**src/rtl/inst_encoder.sv**
```systemverilog
// Packs field-level instruction descriptions into MIPS words and writes them to instruction RAM.
// Optional macro ENC_BRANCH_REL_EN enables kind 5 (PC-relative branch from absolute target).
module inst_encoder #(
    parameter logic [31:0] RESET_ADDR = 32'h0000_0000,
    parameter int unsigned CNT_W      = 16
) (
    input  logic             clk,
    input  logic             reset,
    input  logic             load_en,
    input  logic [31:0]      load_addr,
    input  logic             in_valid,
    output logic             in_ready,
    input  logic [2:0]       in_kind,
    input  logic [5:0]       in_op,
    input  logic [4:0]       in_rs,
    input  logic [4:0]       in_rt,
    input  logic [4:0]       in_rd,
    input  logic [4:0]       in_shamt,
    input  logic [5:0]       in_funct,
    input  logic [31:0]      in_imm,
    output logic             mem_we,
    output logic [31:0]      mem_addr,
    output logic [31:0]      mem_wdata,
    output logic [CNT_W-1:0] word_cnt,
    output logic             err
);

    localparam logic [5:0] OP_ADDIU = 6'h09;
    localparam logic [5:0] OP_LUI   = 6'h0F;
    localparam logic [5:0] OP_ORI   = 6'h0D;

    typedef enum logic {S_IDLE, S_LI2} state_t;

    state_t      state_q, state_d;
    logic [31:0] ptr;
    logic [31:0] ptr4;
    logic [15:0] li_lo;
    logic [4:0]  li_rt;
    logic [31:0] enc_word;
    logic        enc_err;
    logic        enc_two;
    logic        imm_s16;
    logic        accept;
    logic        unused_ok;

    assign unused_ok = ^load_addr[1:0];
    assign in_ready  = (state_q == S_IDLE) && !load_en;
    assign accept    = in_valid && in_ready;
    assign ptr4      = ptr + 32'd4;
    assign imm_s16   = (&in_imm[31:15]) || !(|in_imm[31:15]);

`ifdef ENC_BRANCH_REL_EN
    logic [31:0] br_diff;
    logic [31:0] br_off;
    logic        br_fits;
    assign br_diff = in_imm - ptr4;
    assign br_off  = 32'($signed(br_diff) >>> 2);
    assign br_fits = (&br_off[31:15]) || !(|br_off[31:15]);
`endif

    // Field packing and range checks for the description presented this cycle
    always_comb begin
        enc_word = '0;
        enc_err  = 1'b0;
        enc_two  = 1'b0;
        case (in_kind)
            3'd0: enc_word = {6'b0, in_rs, in_rt, in_rd, in_shamt, in_funct};
            3'd1: begin
                enc_word = {in_op, in_rs, in_rt, in_imm[15:0]};
                enc_err  = !imm_s16;
            end
            3'd2: begin
                enc_word = {in_op, in_rs, in_rt, in_imm[15:0]};
                enc_err  = |in_imm[31:16];
            end
            3'd3: begin
                enc_word = {in_op, in_imm[27:2]};
                enc_err  = (|in_imm[1:0]) || (in_imm[31:28] != ptr4[31:28]);
            end
            3'd4: begin
                if (imm_s16) begin
                    enc_word = {OP_ADDIU, 5'd0, in_rt, in_imm[15:0]};
                end else begin
                    enc_word = {OP_LUI, 5'd0, in_rt, in_imm[31:16]};
                    enc_two  = |in_imm[15:0];
                end
            end
`ifdef ENC_BRANCH_REL_EN
            3'd5: begin
                enc_word = {in_op, in_rs, in_rt, br_off[15:0]};
                enc_err  = (|in_imm[1:0]) || !br_fits;
            end
`endif
            default: enc_err = 1'b1;
        endcase
    end

    always_ff @(posedge clk or posedge reset) begin
        if (reset) state_q <= S_IDLE;
        else       state_q <= state_d;
    end

    always_comb begin
        state_d = state_q;
        case (state_q)
            S_IDLE:  if (accept && !enc_err && enc_two) state_d = S_LI2;
            S_LI2:   state_d = S_IDLE;
            default: state_d = S_IDLE;
        endcase
    end

    // Write port, pointer, counter and sticky error
    always_ff @(posedge clk or posedge reset) begin
        if (reset) begin
            ptr       <= RESET_ADDR;
            mem_we    <= 1'b0;
            mem_addr  <= '0;
            mem_wdata <= '0;
            word_cnt  <= '0;
            err       <= 1'b0;
            li_lo     <= '0;
            li_rt     <= '0;
        end else begin
            mem_we <= 1'b0;
            if (state_q == S_LI2) begin
                mem_we    <= 1'b1;
                mem_addr  <= ptr;
                mem_wdata <= {OP_ORI, li_rt, li_rt, li_lo};
                ptr       <= ptr4;
                word_cnt  <= word_cnt + CNT_W'(1);
            end else if (load_en) begin
                ptr <= {load_addr[31:2], 2'b00};
                err <= 1'b0;
            end else if (in_valid) begin
                if (enc_err) begin
                    err <= 1'b1;
                end else begin
                    mem_we    <= 1'b1;
                    mem_addr  <= ptr;
                    mem_wdata <= enc_word;
                    ptr       <= ptr4;
                    word_cnt  <= word_cnt + CNT_W'(1);
                    li_lo     <= in_imm[15:0];
                    li_rt     <= in_rt;
                end
            end
        end
    end

endmodule

```
**config.mk**
```make
export PLATFORM = sky130hd
export DESIGN_NAME = inst_encoder
export DESIGN_NICKNAME = d
export VERILOG_FILES = /design/src/rtl/inst_encoder.sv
export SDC_FILE = /design/constraint.sdc
export NUM_CORES = 1
export LEC_CHECK = 0
export CAP_MARGIN = 25
export CORE_MARGIN = 4
export CORE_UTILIZATION = 53
export DETAILED_ROUTE_END_ITERATION = 10
export PLACE_DENSITY = 0.87
export SLEW_MARGIN = 20
export SYNTH_ARGS = -nofsm -noshare
export SYNTH_HDL_FRONTEND = slang
export SYNTH_SLANG_ARGS = --single-unit
```
**constraint.sdc**
```tcl
create_clock -name clk -period 11.26 [get_ports clk]
set_input_delay 1.126 -clock clk [delete_from_list [all_inputs] [get_ports clk]]
set_output_delay 1.126 -clock clk [all_outputs]
set_load 0.1 [all_outputs]
```
After elaboration in Yosys (flattened, before gate mapping)
Cells that the tools add are included.
{"block": "word_totals", "reg_bits": 136, "latchBits": 0, "mem_bits_rw": 0, "romBits": 0, "in_bits": 103, "output_inout_bits": 83, "word_cells": 78, "memories": 0}
{"block": "op_classes", "n_addsub": 2, "multipliers": 0, "n_div": 0, "n_lt_le_gt_ge": 0, "n_eq_ne": 8, "shifts": 0, "n_mux": 30, "n_bitwise": 3, "n_reduce_logical": 26}
{"cell": "$mux W32", "count": 12}
{"cell": "$pmux W32 S4", "count": 1}
{"cell": "$mux W16", "count": 4}
{"cell": "$add A32 B3 Y32 const B", "count": 1}
{"cell": "$reduce_or A16 Y1", "count": 2}
{"cell": "$mux W29", "count": 1}
{"cell": "$reduce_and A17 Y1", "count": 1}
{"cell": "$reduce_or A17 Y1", "count": 1}
{"cell": "$add A16 B1 Y16 const B", "count": 1}
{"cell": "$mux W1", "count": 10}
{"cell": "$eq A3 B2 Y1 const B", "count": 2}
{"cell": "$reduce_and A3 Y1", "count": 2}
{"cell": "$reduce_bool A2 Y1", "count": 3}
{"cell": "$reduce_or A2 Y1", "count": 3}
{"cell": "$logic_and A1 B1 Y1", "count": 4}
{"cell": "$logic_not A1 Y1", "count": 4}
{"cell": "$ne A4 B4 Y1", "count": 1}
{"cell": "$pmux W1 S4", "count": 1}
{"cell": "$reduce_and A4 Y1", "count": 1}
{"cell": "$eq A3 B1 Y1 const B", "count": 1}
{"cell": "$eq A3 B3 Y1 const B", "count": 1}
{"cell": "$logic_not A3 Y1", "count": 1}
{"cell": "$ne A3 B3 Y1 const B", "count": 1}
{"cell": "$not A1 Y1", "count": 3}
{"cell": "6 further kinds", "count": 7}

Logic depth before layout (Yosys ltp)
{"block": "logic_depth", "depth_word": 10, "ltp_mapped": 12, "depth_no_buf": 9}

Worst setup path before layout
OpenSTA, ideal clock, no wires.
{"block": "synth_path", "kind": "input to register", "from": "in in_kind[1]", "to": "reg mem_addr[10]", "setup_ns": 0.126, "t_arrival_ns": 3.208, "required_ns": 11.134, "slack_ns": 7.926, "stages": 9, "n_path_buf": 3, "cell_sequence": "clkbuf_1 > nand2_1 > or2_2 > a211o_1 > o2111a_1 > buf_4 > a21oi_4 > buf_2 > mux2_2"}
{"block": "synth_between", "elab_chain_cells": 5, "elab_cells_between_ends": 9, "classes_between": "eq/ne: 5; mux: 1; reduce/logical: 3"}
{"item": "from (decl)", "line": "13", "text": "input logic [2:0] in_kind,"}
{"item": "$eq A3 B3 Y1 or $logic_not A3 Y1 (tied branches)", "line": "66", "text": "case (in_kind)"}
{"item": "$reduce_or A2 Y1 (no line)"}
{"item": "$pmux W1 S4 (*)", "line": "66"}
{"item": "$ne A2 B2 Y1 (no line) (*)"}
{"item": "$reduce_and A3 Y1 (no line) (*)"}
{"item": "to (signal assigned)", "line": "127", "text": "mem_addr <= ptr;"}
{"item": "to (signal assigned)", "line": "139", "text": "mem_addr <= ptr;"}
{"item": "to (decl)", "line": "22", "text": "output logic [31:0] mem_addr,"}
Every way passes the cells marked *; elsewhere a longest branch is shown, timed or not.
A chain may end at the register's enable or synchronous reset.

Worst setup path after layout
{"block": "layout_path", "from": "in load_en", "to": "out in_ready"}
{"block": "layout_between", "elab_chain_cells": 2}
{"item": "from (decl)", "line": "9", "text": "input logic load_en,"}
{"item": "$logic_not A1 Y1", "line": "47", "text": "assign in_ready = (state_q == S_IDLE) && !load_en;"}
{"item": "$logic_and A1 B1 Y1", "line": "47"}
{"item": "to (decl)", "line": "12", "text": "output logic in_ready,"}
Every way passes these cells.

==> metrics <==
placed cells a little over 1000; IO Port Bufs 181; P&R area growth vs syn 37.2%; Setup WS pre-CTS around 6.6 ns; grt met2 use 0.461; largest net degree at the start of global routing 76; Synth top area share 0.483; WL final 21200 um; post-synthesis sequential element count 132; unrepaired setup endpoints after global routing false; vias around 6700; CTS Buf Count 17; Critical Path AT about 3.4 ns; clock buffer depth 2; CP Launch Type primary input; crit end category output port; f_max approximately 220 MHz; TritonRoute pass-1 iters 10; die area ~15000 um2; fin crit period 4.52 ns; Crit path top cell by count clkdlybuf4s50_1; number of global-route vias before repair about 6500; Worst path top cell family by delay buffers and inverters; maxcap violations 0; GP Congestion between 0.8 and 0.9; Final nets about 970; Routed WL per cell 20.1 um; status finished, final reports clean; number of gates resized after cts 0; Synth area leaders dfrtp_1 (48%), mux2_2 (7.9%), nand2_1 (6.1%); Non-Filler Instances ~1100; Post-synth ARST share 1.00; initial antenna violation count 0; top_reg_cell synth dfrtp_1; Setup Buffers After CTS 0; 1st-iter DRT viols 1136; Unique masters post-synth 58; ant diodes 0; Leak Pwr about 3.9 nW; Slowest cell on crit path clkdlybuf4s50_1; data required time of the worst path between 10 and 15 ns; Final Max Tran Viols 0; gr ovfl total 0; Syn Inst Count just over 700; Die H between 100 and 150 um; Synth Cell Area just under 7000 um2; dpl hpwl 14500 um; TritonCTS clock tree done; Synth Area per Inst between 9 and 10 um2; Die Wd 122 um; core footprint about 13000 um2; Root Buffer clkbuf_16; VDD IR max between 100 and 150 uV; drt drc 0; Fin. Hold Viols 0; count leader, synth dfrtp_1; setup_tns 0 ns; endpoints failing setup 0; Vias per Instance 6.33; CP bufs+invs 3; normalized max-slew margin 0.287; Crit Path Max Fanout 6; Ports between 150 and 200; gr usage total 0.289; Skew-Pair Late Insertion Delay roughly 0.42 ns; crit path cell chain clkdlybuf4s50_1 -> or2_2 -> inv_1 -> clkdlybuf4s50_1; worst hold path type reg2reg; antenna viol nets, final 0; H-Tree Level Count 4; clock sink total around 130; Worst Max-Slew Pin Slew around 1.1 ns; fin crit share 0.402; GR met3 Demand/Resource 0.0905; area leader, netlist dfrtp_1; met1 GRT Util 0.362; clock slew at reported path FFs about 0.06 ns; Rows between 40 and 50; Most Crowded Layer GR met2; type of the worst setup path in2out; PD cells 255 nW/um2; first-pass GRT wire length 33500 um; CP max stage delay between 1 and 1.5 ns; Initial Util 0.542; share of cells above drive strength 1 0.117; Post-synth EDFFs 0; Ys Warns 0; register area share after synthesis 0.483; clock skew roughly 0.007 ns; Design Power around 0.0024 W; PnR worst setup slack around 6.7 ns; commonest cells in the netlist dfrtp_1 (132), nand2_1 (112), a21oi_1 (68), mux2_2 (48), nor2_1 (37); Post-CTS Hold Buffers 0
==> final cells by class <==
class                   instances  area, um2
clock buffers                  22        474
clock inverters                10        153
fillers                       871       3240
inverters                      12       47.5
multi-input cells             515       3280
flip-flops and latches        132       3300
well taps                     172        215
repair buffers                188       1900
==> cell usage in the layout (no fill, tap or decap), types with 18 or more instances in the layout <==
cell type and instances:
clkdlybuf4s50_1 181, dfrtp_1 132, nand2_1 111, a21oi_1 68, mux2_2 48, nor2_1 37, o21ai_0 29, nand3_1 20
clkbuf_16 18
==> per-layer routing <==
layer	part of all wire	routed length, um
met5	0	0
met4	0.044	932
met3	0.11	2340
met2	0.48	10100
met1	0.37	7780
==> per-stage QoR <==
step | util | hold slack, ns | cell area, um2
after CTS | 0.741 | 0.472 | 9350
final | 0.743 | 0.472 | 9380
after global placement | 0.689 | 0.457 | 8700
after detailed placement | 0.692 | 0.461 | 8730
after global routing | 0.743 | 0.489 | 9380
after floorplan | - | 0.451 | 6840
==> worst reg2reg max path, stage by stage (launching register included) <==
cell and delay, ns:
dfrtp_1 0.44, ha_1 0.23, nand3_1 0.18, nor3_1 0.73, a41o_1 0.31, o31ai_2 0.09, o2111a_1 0.33, a21oi_4 0.35
buf_4 0.58, mux2_2 0.45
==> report_power, final <==
part           internal, W  switching (W)  leakage, nW
Clock             0.000386       0.000204        0.310
Combinational     0.000279       0.000824         1.98
Sequential        0.000600      0.0000978         1.58
Total              0.00126        0.00113         3.87
==> logic make-up after synthesis <==
family | share of synthesized area
AOI/OAI and AO/OA | 0.188
xor gates and xnor gates | 0.0256
adders and majority gates | 0.00366
buffers and inverters | 0.0395
DFF | 0.483
muxes | 0.0893
other | 0.000549
and+or+nand+nor | 0.170
==> path summary, 6_finish.rpt <==
| check | startpoint | endpoint | slack, ns | depth (start not counted) |
|---|---|---|---|---|
| max | load_en | in_ready | 6.74 | 4 |
| min | word_cnt[15]$_DFFE_PP0P_ | word_cnt[15]$_DFFE_PP0P_ | 0.47 | 1 |
| max reg2reg | ptr[2]$_DFFE_PP0P_ | mem_addr[17]$_DFFE_PP0P_ | 7.46 | 9 |
| min reg2reg | word_cnt[15]$_DFFE_PP0P_ | word_cnt[15]$_DFFE_PP0P_ | 0.47 | 1 |
| max in group asynchronous | reset | mem_addr[25]$_DFFE_PP0P_ | 8.68 | 3 |
| min in group asynchronous | reset | word_cnt[2]$_DFFE_PP0P_ | 1.23 | 2 |
==> flip-flops by register name, summed over array words and instances (netlist names) <==
| register | cells |
|---|---|
| mem_wdata | 32 |
| state_q | 1 |
| word_cnt | 16 |
| mem_addr | 30 |
| li_lo | 16 |
| mem_we | 1 |
| ptr | 30 |
| li_rt | 5 |
| err | 1 |
Note: power is estimated with default switching activity, not from simulation.
